<file path="config.mk">
export PLATFORM = sky130hd
export DESIGN_NAME = matrix_op_sequencer_flat
export DESIGN_NICKNAME = d
export VERILOG_FILES = /design/src/rtl/matrix_op_sequencer_if.sv /design/src/rtl/matrix_op_sequencer.sv /design/src/flat_wrapper.sv
export SDC_FILE = /design/constraint.sdc
export NUM_CORES = 2
export LEC_CHECK = 0
export BUFFER_PORTS_ARGS = -buffer_cell sky130_fd_sc_hd__buf_2
export CAP_MARGIN = 10
export CORE_AREA = 3 3 275 277
export DETAILED_ROUTE_END_ITERATION = 12
export DIE_AREA = 0 0 278 280
export PLACE_DENSITY = 0.82
export SLEW_MARGIN = 20
export SYNTH_ARGS = -nofsm -noshare
export SYNTH_HDL_FRONTEND = slang
export SYNTH_SLANG_ARGS = --single-unit
</file>
<file path="constraint.sdc">
create_clock -name clk -period 20.4 [get_ports clk]
set_input_delay 1.02 -clock clk [delete_from_list [all_inputs] [get_ports clk]]
set_output_delay 1.02 -clock clk [all_outputs]
set_load 0.03 [all_outputs]
</file>
<file path="src/rtl/matrix_op_sequencer_if.sv">
// rtl/matrix_op_sequencer_if.sv - user/memory side bus of the matrix operation sequencer
interface matrix_op_sequencer_if #(
  parameter int ELEM_W = 9,
  parameter int MAX_N  = 5
);
  localparam int MAT_W = MAX_N * MAX_N * ELEM_W;

  logic              start;
  logic [2:0]        operacao;
  logic [4:0]        tamanho;
  logic [ELEM_W-1:0] scalar;
  logic              load_req;
  logic              load_ack;
  logic [MAT_W-1:0]  matriz_a;
  logic [MAT_W-1:0]  matriz_b;
  logic [MAT_W-1:0]  matriz_c;
  logic              busy;
  logic              done;
  logic              erro;
  logic              overflow;

  // user inputs and matrix memory side
  modport master (
    output start, operacao, tamanho, scalar, load_ack, matriz_a, matriz_b,
    input  load_req, matriz_c, busy, done, erro, overflow
  );

  // sequencer side
  modport slave (
    input  start, operacao, tamanho, scalar, load_ack, matriz_a, matriz_b,
    output load_req, matriz_c, busy, done, erro, overflow
  );
endinterface

</file>
<file path="src/rtl/matrix_op_sequencer.sv">
// rtl/matrix_op_sequencer.sv - 5x5 matrix coprocessor control unit and element datapath
module matrix_op_sequencer #(
  parameter int ELEM_W      = 9,
  parameter int MAX_N       = 5,
  parameter int ACK_TIMEOUT = 255
) (
  input  logic                  clk,
  input  logic                  reset,
  matrix_op_sequencer_if.slave  bus
);
  localparam int MAT_W = MAX_N * MAX_N * ELEM_W;
  localparam int ACC_W = 2 * ELEM_W + 3;
  localparam int TMO_W = $clog2(ACK_TIMEOUT + 1);

  typedef enum logic [1:0] {S_IDLE, S_LOAD, S_EXEC, S_DONE} state_t;

  state_t                    r_state;
  state_t                    w_next;
  logic [2:0]                r_op;
  logic [4:0]                r_n;
  logic signed [ELEM_W-1:0]  r_scalar;
  logic [MAT_W-1:0]          r_a;
  logic [MAT_W-1:0]          r_b;
  logic [MAT_W-1:0]          r_c;
  logic [2:0]                r_i;
  logic [2:0]                r_j;
  logic [2:0]                r_k;
  logic [TMO_W-1:0]          r_tmo;
  logic signed [ACC_W-1:0]   r_acc;
  logic                      r_erro;
  logic                      r_ovf;

  logic                      w_valid;
  logic                      w_timeout;
  logic                      w_is_mul;
  logic [4:0]                w_nm1;
  logic                      w_i_last;
  logic                      w_j_last;
  logic                      w_k_last;
  logic                      w_last;
  logic                      w_wr;
  logic [4:0]                w_idx_wr;
  logic signed [ACC_W-1:0]   w_a_ij;
  logic signed [ACC_W-1:0]   w_b_ij;
  logic signed [ACC_W-1:0]   w_scl;
  logic signed [ACC_W-1:0]   w_elem;
  logic signed [ACC_W-1:0]   w_acc_base;
  logic signed [ACC_W-1:0]   w_acc_next;
  logic signed [ACC_W-1:0]   w_res;
  logic                      w_ovf;
  logic                      w_load_req;
  logic                      w_busy;
  logic                      w_done;

  // Sign-extended element at flat index idx of a packed matrix.
  function automatic logic signed [ACC_W-1:0] elem(input logic [MAT_W-1:0] m, input logic [4:0] idx);
    elem = ACC_W'($signed(m[idx*ELEM_W +: ELEM_W]));
  endfunction

  // Flat slot of (row, col) in the fixed MAX_N x MAX_N layout.
  function automatic logic [4:0] flat(input logic [2:0] row, input logic [2:0] col);
    flat = 5'(row) * 5'(MAX_N) + 5'(col);
  endfunction

  assign w_valid   = (bus.operacao <= 3'd5) && (bus.tamanho >= 5'd2) && (bus.tamanho <= 5'(MAX_N));
  assign w_timeout = (r_tmo == TMO_W'(ACK_TIMEOUT - 1));
  assign w_is_mul  = (r_op == 3'b010);
  assign w_nm1     = r_n - 5'd1;
  assign w_i_last  = (5'(r_i) == w_nm1);
  assign w_j_last  = (5'(r_j) == w_nm1);
  assign w_k_last  = (5'(r_k) == w_nm1);
  assign w_wr      = !w_is_mul || w_k_last;
  assign w_last    = w_i_last && w_j_last && w_wr;
  assign w_idx_wr  = (r_op == 3'b100) ? flat(r_j, r_i) : flat(r_i, r_j);

  assign w_a_ij     = elem(r_a, flat(r_i, r_j));
  assign w_b_ij     = elem(r_b, flat(r_i, r_j));
  assign w_scl      = ACC_W'(r_scalar);
  assign w_acc_base = (r_k == 3'd0) ? '0 : r_acc;
  assign w_acc_next = w_acc_base + elem(r_a, flat(r_i, r_k)) * elem(r_b, flat(r_k, r_j));
  assign w_res      = w_is_mul ? w_acc_next : w_elem;
  // Full-precision value does not survive truncation to ELEM_W bits.
  assign w_ovf      = (w_res != ACC_W'($signed(w_res[ELEM_W-1:0])));

  // Per-element result for the single-cycle operations.
  always_comb begin
    w_elem = '0;
    case (r_op)
      3'b000:  w_elem = w_a_ij + w_b_ij;
      3'b001:  w_elem = w_a_ij - w_b_ij;
      3'b011:  w_elem = w_a_ij * w_scl;
      3'b100:  w_elem = w_a_ij;
      3'b101:  w_elem = -w_a_ij;
      default: w_elem = '0;
    endcase
  end

  // State register.
  always_ff @(posedge clk) begin
    if (reset) r_state <= S_IDLE;
    else       r_state <= w_next;
  end

  // Next-state and Moore outputs.
  always_comb begin
    w_next     = r_state;
    w_load_req = 1'b0;
    w_busy     = 1'b0;
    w_done     = 1'b0;
    case (r_state)
      S_IDLE: begin
        if (bus.start) w_next = w_valid ? S_LOAD : S_DONE;
      end
      S_LOAD: begin
        w_load_req = 1'b1;
        w_busy     = 1'b1;
        if (bus.load_ack)  w_next = S_EXEC;
        else if (w_timeout) w_next = S_DONE;
      end
      S_EXEC: begin
        w_busy = 1'b1;
        if (w_last) w_next = S_DONE;
      end
      S_DONE: begin
        w_done = 1'b1;
        w_next = S_IDLE;
      end
      default: w_next = S_IDLE;
    endcase
  end

  // Operand capture, counters, result writes and status flags.
  always_ff @(posedge clk) begin
    if (reset) begin
      r_op     <= '0;
      r_n      <= '0;
      r_scalar <= '0;
      r_a      <= '0;
      r_b      <= '0;
      r_c      <= '0;
      r_i      <= '0;
      r_j      <= '0;
      r_k      <= '0;
      r_tmo    <= '0;
      r_acc    <= '0;
      r_erro   <= 1'b0;
      r_ovf    <= 1'b0;
    end else begin
      case (r_state)
        S_IDLE: begin
          if (bus.start) begin
            r_op     <= bus.operacao;
            r_n      <= bus.tamanho;
            r_scalar <= bus.scalar;
            r_c      <= '0;
            r_erro   <= !w_valid;
            r_ovf    <= 1'b0;
            r_i      <= '0;
            r_j      <= '0;
            r_k      <= '0;
            r_tmo    <= '0;
            r_acc    <= '0;
          end
        end
        S_LOAD: begin
          if (bus.load_ack) begin
            r_a <= bus.matriz_a;
            r_b <= bus.matriz_b;
          end else if (w_timeout) begin
            r_erro <= 1'b1;
          end else begin
            r_tmo <= r_tmo + 1'b1;
          end
        end
        S_EXEC: begin
          r_acc <= w_acc_next;
          if (w_wr) begin
            r_c[w_idx_wr*ELEM_W +: ELEM_W] <= w_res[ELEM_W-1:0];
            if (w_ovf) r_ovf <= 1'b1;
          end
          if (w_is_mul && !w_k_last) begin
            r_k <= r_k + 3'd1;
          end else begin
            r_k <= '0;
            if (!w_j_last) begin
              r_j <= r_j + 3'd1;
            end else begin
              r_j <= '0;
              r_i <= r_i + 3'd1;
            end
          end
        end
        default: ;
      endcase
    end
  end

  assign bus.load_req = w_load_req;
  assign bus.busy     = w_busy;
  assign bus.done     = w_done;
  assign bus.matriz_c = r_c;
  assign bus.erro     = r_erro;
  assign bus.overflow = r_ovf;
endmodule

</file>
<file path="src/flat_wrapper.sv">
// flat-port wrapper written by rule: the top's interface ports become plain ports
module matrix_op_sequencer_flat 
#(
  parameter int ELEM_W      = 9,
  parameter int MAX_N       = 5,
  parameter int ACK_TIMEOUT = 255
)
  (clk, reset, bus_start, bus_operacao, bus_tamanho, bus_scalar, bus_load_ack, bus_matriz_a, bus_matriz_b, bus_load_req, bus_matriz_c, bus_busy, bus_done, bus_erro, bus_overflow);
  matrix_op_sequencer_if #(.ELEM_W(ELEM_W), .MAX_N(MAX_N)) bus_i ();
  input  logic clk;
  input  logic reset;
  input wire logic [$bits(bus_i.start)-1:0] bus_start;
  input wire logic [$bits(bus_i.operacao)-1:0] bus_operacao;
  input wire logic [$bits(bus_i.tamanho)-1:0] bus_tamanho;
  input wire logic [$bits(bus_i.scalar)-1:0] bus_scalar;
  input wire logic [$bits(bus_i.load_ack)-1:0] bus_load_ack;
  input wire logic [$bits(bus_i.matriz_a)-1:0] bus_matriz_a;
  input wire logic [$bits(bus_i.matriz_b)-1:0] bus_matriz_b;
  output wire logic [$bits(bus_i.load_req)-1:0] bus_load_req;
  output wire logic [$bits(bus_i.matriz_c)-1:0] bus_matriz_c;
  output wire logic [$bits(bus_i.busy)-1:0] bus_busy;
  output wire logic [$bits(bus_i.done)-1:0] bus_done;
  output wire logic [$bits(bus_i.erro)-1:0] bus_erro;
  output wire logic [$bits(bus_i.overflow)-1:0] bus_overflow;
  assign bus_i.start = bus_start;
  assign bus_i.operacao = bus_operacao;
  assign bus_i.tamanho = bus_tamanho;
  assign bus_i.scalar = bus_scalar;
  assign bus_i.load_ack = bus_load_ack;
  assign bus_i.matriz_a = bus_matriz_a;
  assign bus_i.matriz_b = bus_matriz_b;
  assign bus_load_req = bus_i.load_req;
  assign bus_matriz_c = bus_i.matriz_c;
  assign bus_busy = bus_i.busy;
  assign bus_done = bus_i.done;
  assign bus_erro = bus_i.erro;
  assign bus_overflow = bus_i.overflow;
  matrix_op_sequencer #(.ELEM_W(ELEM_W), .MAX_N(MAX_N), .ACK_TIMEOUT(ACK_TIMEOUT)) u_core (.clk(clk), .reset(reset), .bus(bus_i));
endmodule
</file>
==> out/metrics.csv <==
stage,metric,value,unit
run_status,status,"finished, final reports clean",
pwr,Int Power,3.06,mW
cts,Resize count post-CTS,0,
synth,Syn. warnings,0,
worst_setup_path,CP Capture Type,flop,
timing,Final Hold Vio Count,0,
routing,wire per inst,22.7,um
worst_setup_path,"Req. time, crit path",20.90,ns
synth,Syn Inst Count,4819,
cells_and_area,final non-filler cell total,6350,
worst_setup_path,startpoint types,flop,
routing,DRC viols,0,
timing,final cycle utilization of the critical path,51.1,%
pwr,Reg power frac,33.7,%
timing,Worst Max-Slew Pin Slew,1.07,ns
die,num ports,701,
place,Area after DPL,46600,um2
timing,RSZ-0062 raised after global routing,no,
die,Chip Height,280,um
cts,Post-CTS Setup Repair Bufs,0,
pwr,switching share of power,38.5,%
synth,Post-synth EDFFs,0,
cts,CTS root buffer,clkbuf_16,
pwr,Worst VDD drop,0.0757,mV
routing,drt initial violations,4588,
timing,Max Freq,96.0,MHz
routing,final WL,144,mm
synth,mapped cell area,42800,um2
pwr,sw power,1.92,mW
timing,setup TNS,0,ns
cells_and_area,Area growth syn-to-layout,15.1,%
cells_and_area,most frequent cells in the layout,"nand2_1, dfxtp_1, buf_2",
worst_setup_path,Worst Path Max Fanout,27,
global_routing,number of global-route vias before repair,37500,
worst_setup_path,Most common cell on crit path,fa_1,
cts,clock latency on the worst-skew pair,0.63,ns
cells_and_area,fin nets,6101,
synth,Synth Area in Simple Gates,17.9,%
cts,# hold bufs at CTS,0,
timing,Final Slew Violations,0,
place,DP HPWL,106,mm
place,Final GP Congestion,0.955,
cells_and_area,share of cells above drive strength 1,23.2,%
timing,clock skew,0.0334,ns
timing,worst hold margin,0.452,ns
worst_setup_path,CP max stage delay,0.88,ns
synth,leading area contributor after synthesis,dfxtp_1,
synth,post-synthesis adder-cell area fraction,11.4,%
pwr,Clock Power Share,29.8,%
routing,Via density,6.25,
timing,Tmin final,10.42,ns
timing,final number of setup-violating endpoints,0,
place,dpl cells,6210,
die,die area,77800,um2
global_routing,Overall Global Routing Usage,35.6,%
cts,CTS max path bufs,3,
synth,Synth top area share,34.4,%
synth,Post-synth top flop,dfxtp_1,
synth,synth unique cells,103,
die,Core ar.,73100,um2
global_routing,largest net degree at the start of global routing,136,
synth,post-synthesis sequential area ratio,34.4,%
global_routing,total gr overflow,0,
synth,Syn Nets,5590,
pwr,Comb power frac,36.5,%
timing,final worst slack,9.98,ns
routing,Pre-antenna DRT Iters,8,
job,number of max-cap violations,0,
worst_setup_path,slowest CP cell,and3_1,
synth,post-synthesis xor/xnor area fraction,2.22,%
min_path,worst hold path depth,2,
routing,Vias,39700,
worst_setup_path,Arrival @ worst endpoint,10.92,ns
global_routing,initial antenna violation count,5,
synth,"FF+latch count, synth",734,
timing,Worst slew margin,28.9,%
die,Die X-Extent,278,um
worst_setup_path,WS Path Type,flop to flop,
synth,Synth Area per Inst,8.87,um2
cts,# H-tree levels,3,
synth,Async SR Flop Fraction,0,%
routing,Routed Antenna Nets,0,
cells_and_area,"commonest non-fill, non-tap cell in the layout",nand2_1,
synth,area fraction in compound gates after synthesis,15.1,%
pwr,PwrDens,101,nW/um2
cts,clk sinks,734,
worst_setup_path,R2R depth,26,
place,count of buffers from port buffering,700,
pwr,Leakage,20.0,nW
min_path,Worst Hold Class,flop to flop,
cts,CTS Buf Count,77,
cells_and_area,Final Cell Area,49200,um2
global_routing,first-pass GRT wire length,217,mm
synth,largest family of logic cells by synthesized area,simple AND/OR/NAND/NOR gates,
place,worst slack at placement,9.88,ns
die,Initial Utilization,58.5,%
synth,Synth area leaders,"dfxtp_1, mux4_2, nand2_1",
synth,post-synthesis mux area share,13.7,%
cts,CTS tree,done,
cts,"Reg clk slew, reported paths",0.06,ns
die,FP Rows,99,
-- critical path, delay by kind of cell (launching register included) --
kind            cells  cell delay [ns]
fa+ha+maj           8             3.54
simple gates        7             2.87
compound gates      6             2.46
flops               1             0.60
buf+inv             3             0.42
mux                 1             0.21
xor+xnor            1             0.14
-- cell families after synthesis --
kind of cell | count (synthesis)
flops | 734
compound gates | 1040
mux | 272
simple gates | 1821
xor+xnor | 103
fa+ha+maj | 300
buf+inv | 549
-- metal layers --
layer	up-vias	global-route usage [%]	routed length (um)
met5	-	0	15
met4	4	20.7	9420
li1	17700	-	-
met1	18900	46.4	54600
met3	518	7.42	15100
met2	2565	55.3	65000
-- registers in the layout, indices dropped and copies added, names as in the netlist, 5 cells and up --
register / cells
u_core.r_b: 225
u_core.bus.matriz_c: 225
u_core.r_tmo: 8
u_core.r_n: 5
u_core.r_a: 225
u_core.r_scalar: 9
u_core.r_acc: 21
-- worst paths after layout --
| kind | startpoint | endpoint | slack [ns] |
|---|---|---|---|
| setup / recovery | u_core.r_i[0] | u_core.bus.overflow | 9.98 |
| hold / removal | u_core.bus.matriz_c[83] | u_core.bus.matriz_c[83] | 0.45 |
| setup reg to reg | u_core.r_i[0] | u_core.bus.overflow | 9.98 |
| hold reg to reg | u_core.bus.matriz_c[83] | u_core.bus.matriz_c[83] | 0.45 |
-- stage by stage --
stage	util (%)	total power [mW]
2_1_floorplan	-	2.94
3_3_place_gp	63.7	3.44
3_5_place_dp	63.7	3.47
4_1_cts	67.3	4.94
5_1_grt	67.4	5.18
6_report	67.4	4.98
-- power groups by stage --
stage	Clock [mW]	Sequential [mW]	Combinational, mW
after floorplan	0	1.65	1.29
after global placement	0	1.69	1.75
after detailed placement	0	1.70	1.77
after CTS	1.49	1.67	1.78
after global routing	1.55	1.69	1.94
final	1.48	1.68	1.82
-- cell type report --
class	instances	area (um2)
diodes	4	10.0
clock buffers	114	2270
clock inverters	22	362
fillers	5771	23900
inverters	231	872
multi-input cells	3536	25900
flip-flops and latches	734	14700
well taps	959	1200
repair buffers	750	3890
-- cell usage after synthesis, drive strengths merged, types with 4 or more instances --
| cell | n |
|---|---|
| nand2 | 1151 |
| dfxtp | 734 |
| a21oi | 588 |
| nor2 | 394 |
| mux4 | 244 |
| clkbuf | 242 |
| inv | 230 |
| a22oi | 201 |
| ha | 152 |
| fa | 148 |
| o21ai | 94 |
| buf | 73 |
| xnor2 | 64 |
| and2 | 52 |
| nand3 | 44 |
| or2 | 42 |
| xor2 | 39 |
| o31ai | 29 |
| mux2i | 28 |
| nor3 | 27 |
| nand3b | 25 |
| a31oi | 18 |
| and3 | 17 |
| nand2b | 16 |
| nor2b | 14 |
| a21o | 12 |
| nand4 | 11 |
| o21a | 11 |
| a32oi | 9 |
| or3 | 9 |
| a211o | 7 |
| a211oi | 7 |
| a221o | 7 |
| a221oi | 6 |
| or4 | 6 |
| o211ai | 5 |
| o21bai | 5 |
| o22ai | 5 |
| o41ai | 5 |
| a2111oi | 4 |
Note: power is estimated with default switching activity, not from simulation.
